## config.mk

```make
export PLATFORM = sky130hd
export DESIGN_NAME = softplus
export DESIGN_NICKNAME = d
export VERILOG_FILES = /design/src/rtl/softplus.sv
export SDC_FILE = /design/constraint.sdc
export NUM_CORES = 1
export LEC_CHECK = 0
export ABC_AREA = 1
export CORE_AREA = 4 4 117 119
export CTS_CLUSTER_DIAMETER = 30
export CTS_CLUSTER_SIZE = 14
export DETAILED_ROUTE_END_ITERATION = 16
export DIE_AREA = 0 0 121 123
export DONT_BUFFER_PORTS = 1
export GPL_ROUTABILITY_DRIVEN = 0
export HOLD_SLACK_MARGIN = 0.03
export PLACE_DENSITY = 0.54
export SYNTH_ARGS = -nofsm -noshare
export SYNTH_HDL_FRONTEND = slang
export SYNTH_SLANG_ARGS = --single-unit
```

## constraint.sdc

```tcl
create_clock -name clock -period 0.8 [get_ports clock]
set_input_delay 0.16 -clock clock [delete_from_list [all_inputs] [get_ports clock]]
set_output_delay 0.16 -clock clock [all_outputs]
set_load 0.005 [all_outputs]
```

## src/rtl/softplus.sv

```systemverilog
// Softplus approximation ln(1+e^x) in signed Q8.8: a 17-knot piecewise-linear
// table over [-8, 8), zero below and identity at or above. One-cycle latency.
module softplus #(
    parameter int WIDTH = 16
) (
    input  logic             clock,
    input  logic             rst,
    input  logic [WIDTH-1:0] operand,
    output logic [WIDTH-1:0] out
);

    logic [WIDTH-1:0] out_reg;
    logic [WIDTH-1:0] result_next;
    logic [3:0]       seg;
    logic [7:0]       frac;
    logic [WIDTH-1:0] y_lo;
    logic [WIDTH-1:0] y_hi;
    logic [8:0]       delta;
    logic [16:0]      prod;
    logic [16:0]      rounded;
    logic             below;
    logic             above;

    function automatic logic [WIDTH-1:0] knot(input logic [4:0] idx);
        logic [WIDTH-1:0] y;
        case (idx)
            5'd0:    y = 16'h0000;
            5'd1:    y = 16'h0000;
            5'd2:    y = 16'h0001;
            5'd3:    y = 16'h0002;
            5'd4:    y = 16'h0005;
            5'd5:    y = 16'h000C;
            5'd6:    y = 16'h0020;
            5'd7:    y = 16'h0050;
            5'd8:    y = 16'h00B1;
            5'd9:    y = 16'h0150;
            5'd10:   y = 16'h0220;
            5'd11:   y = 16'h030C;
            5'd12:   y = 16'h0405;
            5'd13:   y = 16'h0502;
            5'd14:   y = 16'h0601;
            5'd15:   y = 16'h0700;
            default: y = 16'h0800;
        endcase
        return y;
    endfunction

    always_comb begin
        below       = $signed(operand) < -16'sd2048;
        above       = $signed(operand) >= 16'sd2048;
        // Inside [-8, 8) the integer part k fits in 4 bits; k+8 is k with its sign bit flipped.
        seg         = operand[11:8] ^ 4'b1000;
        frac        = operand[7:0];
        y_lo        = knot({1'b0, seg});
        y_hi        = knot({1'b0, seg} + 5'd1);
        delta       = 9'(y_hi - y_lo);
        prod        = {8'b0, delta} * {9'b0, frac};
        rounded     = (prod + 17'd128) >> 8;
        result_next = y_lo + rounded[WIDTH-1:0];
        if (below) begin
            result_next = '0;
        end else if (above) begin
            result_next = operand;
        end
    end

    always_ff @(posedge clock or negedge rst) begin
        if (!rst) begin
            out_reg <= '0;
        end else begin
            out_reg <= result_next;
        end
    end

    assign out = out_reg;

endmodule

```

==> out/summary.log <==
qor: routing.avgRoutedWirePerCell 14.62 um
qor: timing.setup_viol 12
qor: routing.routed_via_density 4.787
qor: grt.globalRouteTotalUtil 0.1864
qor: synthesis.number_of_cells_produced_by_synthesis 628
qor: critical_path.critPathRequiredTime 0.92 ns
qor: critical_path.timing.setup.critical_path_class primary input to flop
qor: routing.postRouteWirelength 13.71 mm
qor: cells_and_area.synthToLayoutAreaGrowth 52.95%
qor: timing.fmax 164.7 MHz
qor: synthesis.synth_top_flop_cell dfrtp_1
qor: synthesis.async_reset_ff_frac 1.000
qor: timing.finalHoldViolCount 0
qor: routing.drt_pass1_iterations 4
qor: critical_path.timing.critical_path.slowest_cell_delay 0.51 ns
qor: run_status.outcome complete, but fails checks
qor: grt.grt_pass1_vias 4650
qor: synthesis.synth.cell_area 4319 sq um
qor: routing.vias 4490
qor: floorplanning.core_area 12570 sq um
qor: critical_path.timing.critical_path.to_type flop
qor: placed_design.pre_cts_ws -5.665 ns
qor: cells_and_area.fraction_of_final_layout_cells_with_drive_strength_greater_than_1 0.4373
qor: synthesis.ys_seq_elements 16
qor: timing.report.final.slew_viol_count 0
qor: clock_network.cts_tree yes
qor: routing.drt_iter0_markers 207
qor: grt.gr-total-overflow 0
qor: synthesis.synth_fp_nets 752
qor: min_path.hp-class primary input to async pin
qor: clock_network.cts.sinks 16
qor: synthesis.synthesis.area_per_instance 6.878 sq um
qor: run.maxCapViolCount 0
qor: timing.slew_headroom 0.5665
qor: grt.grt_pass1_wl 22.31 mm
qor: synthesis.synth_edf_count 0
qor: critical_path.worst-endpoint-arrival 6.19 ns
qor: timing.finalCriticalPeriod 6.073 ns
qor: cells_and_area.instances_no_fill 938
qor: synthesis.number_of_unique_standard_cell_types_used_by_synthesis 36
qor: timing.post-route-period-util 7.591
qor: synthesis.ys_top_cells_by_area fa_1 20%, ha_1 18%, inv_1 12%
qor: clock_network.cts.root.buffer_cell clkbuf_16
qor: timing.slew_of_the_pin_with_the_lowest_slew_margin 0.6503 ns
qor: synthesis.synth.yosys.warnings 0
qor: clock_network.htree_levels 1
qor: clock_network.number_of_clock_buffers_inserted_by_tritoncts 3
qor: grt.grt_antenna_before_repair 0
qor: run_status.failing_checks negative setup slack
qor: placed_design.placedCellCount 914
qor: floorplanning.floorplan.initialDensity 0.3437
qor: clock_network.path_clk_slew 0.05 ns
qor: routing.detail_route.drc_violations 0
qor: cells_and_area.design.final.nets 891
qor: synthesis.yosys.area.top_type fa_1
qor: critical_path.crit_path_start_kind primary input
qor: floorplanning.num_io_pins 34
qor: cells_and_area.antenna-diode-count 0
qor: routing.final_antenna_net_count 0
qor: synthesis.synth_largest_type_area_fraction 0.1993
qor: clock_network.max-clock-path-buffers 2
qor: placed_design.dpl.hpwl 11.47 mm
qor: floorplanning.rows 41
qor: cells_and_area.largest_register_ff_count 16
qor: critical_path.cp_slowest_cell fa_1
qor: floorplanning.die-width 121 um
qor: critical_path.critPathMaxFanout 9
qor: timing.post-route-worst-setup-slack -5.273 ns
qor: timing.rsz0062_at_grt yes
qor: placed_design.count_of_buffers_from_port_buffering 0
qor: grt.grt_start_max_net_pins 17
qor: floorplanning.die_height 123 um
qor: floorplanning.die_area 14880 sq um
qor: synthesis.synth.yosys.seq_area_share 0.09270
## layout by cell type, fill, tap and decap left out, drive strengths merged, types with 2 or more instances in the layout
| cell type | n |
|---|---|
| or2 | 4 |
| nand2 | 130 |
| nor3 | 7 |
| nor2 | 87 |
| buf | 135 |
| nand4 | 6 |
| clkbuf | 4 |
| o21ai | 24 |
| dfrtp | 16 |
| fa | 43 |
| ha | 63 |
| a21o | 2 |
| o22ai | 4 |
| a21oi | 30 |
| inv | 136 |
| nand3 | 50 |
| dlygate4sd3 | 2 |
| o21bai | 6 |
| xor2 | 4 |
| o211ai | 5 |
## metrics by stage
| step | hold slack, ns | cell area [sq um] | util | setup TNS, ns |
|---|---|---|---|---|
| 6_report | 0.01061 | 6606 | 0.5256 | -61.78 |
| 3_3_place_gp | -0.1353 | 5702 | 0.4537 | -65.82 |
| 4_1_cts | 0.1011 | 6107 | 0.4859 | -61.74 |
| 5_1_grt | 0.08798 | 6606 | 0.5256 | -64.98 |
| 2_1_floorplan | -0.1356 | 4632 | - | -59.95 |
| 3_5_place_dp | -0.1353 | 5702 | 0.4537 | -66.74 |
## cells in the mapped netlist, types with 3 or more instances
| master | count |
|---|---|
| inv_1 | 133 |
| nand2_1 | 117 |
| nor2_1 | 85 |
| ha_1 | 63 |
| nand3_1 | 48 |
| fa_1 | 43 |
| a21oi_1 | 29 |
| o21ai_0 | 17 |
| dfrtp_1 | 16 |
| nand2_2 | 11 |
| nand4_1 | 6 |
| nor3_1 | 6 |
| o21bai_1 | 6 |
| o211ai_1 | 5 |
| o21ai_2 | 5 |
| inv_2 | 4 |
| o22ai_1 | 4 |
| xor2_1 | 4 |
| or2_2 | 3 |
## final timing paths
kind	from	slack (ns)	to	cells past startpoint
min in group clock	operand[3]	0.11	out[3]	2
setup / recovery	operand[8]	-5.27	out[6]	33
max in group asynchronous	rst	0.37	out[7]	1
hold / removal	rst	0.01	out[13]	1
## area by class of cell
type	count	area, sq um
fill	1191	5962
multi-input combinational	470	4287
timing repair buffer	138	1089
inverter	138	526.8
sequential	16	400.4
tap	172	215.2
clock buffer	4	88.84
## worst max-delay path, delay by kind of cell
family                     cells  cell delay (ns)
buffers and inverters          7             0.65
and+or+nand+nor               10             0.75
adders and majority gates      9             3.46
xor gates and xnor gates       1             0.19
AOI/OAI and AO/OA              6             0.97
## per-layer routing
metal,up-vias,GRT usage,part of all wire
li1,2252,-,-
met2,90,0.3480,0.50
met3,24,0.01281,0.034
met1,2124,0.2355,0.44
met4,0,0.04108,0.024
met5,-,0,0
## cell families after synthesis
kind of cell	synth area share
adder cells (fa/ha/maj)	0.3818
AND/OR/NAND/NOR	0.2877
flip-flops	0.09270
buffers and inverters	0.1272
other	0.0008682
AO/OA/AOI/OAI	0.1017
XOR/XNOR	0.008110
## what timing repair did
item,4_1_cts,5_1_grt
setup endpoints to repair,12,29
endpoints found under the hold margin,18,0
setup buffers,6,12
hold buffers,3,0
pin swaps,48,86
gates resized for setup,57,101
Power is not shown: default switching activity piles up to over one toggle a cycle in this logic, so the estimate is an artifact.
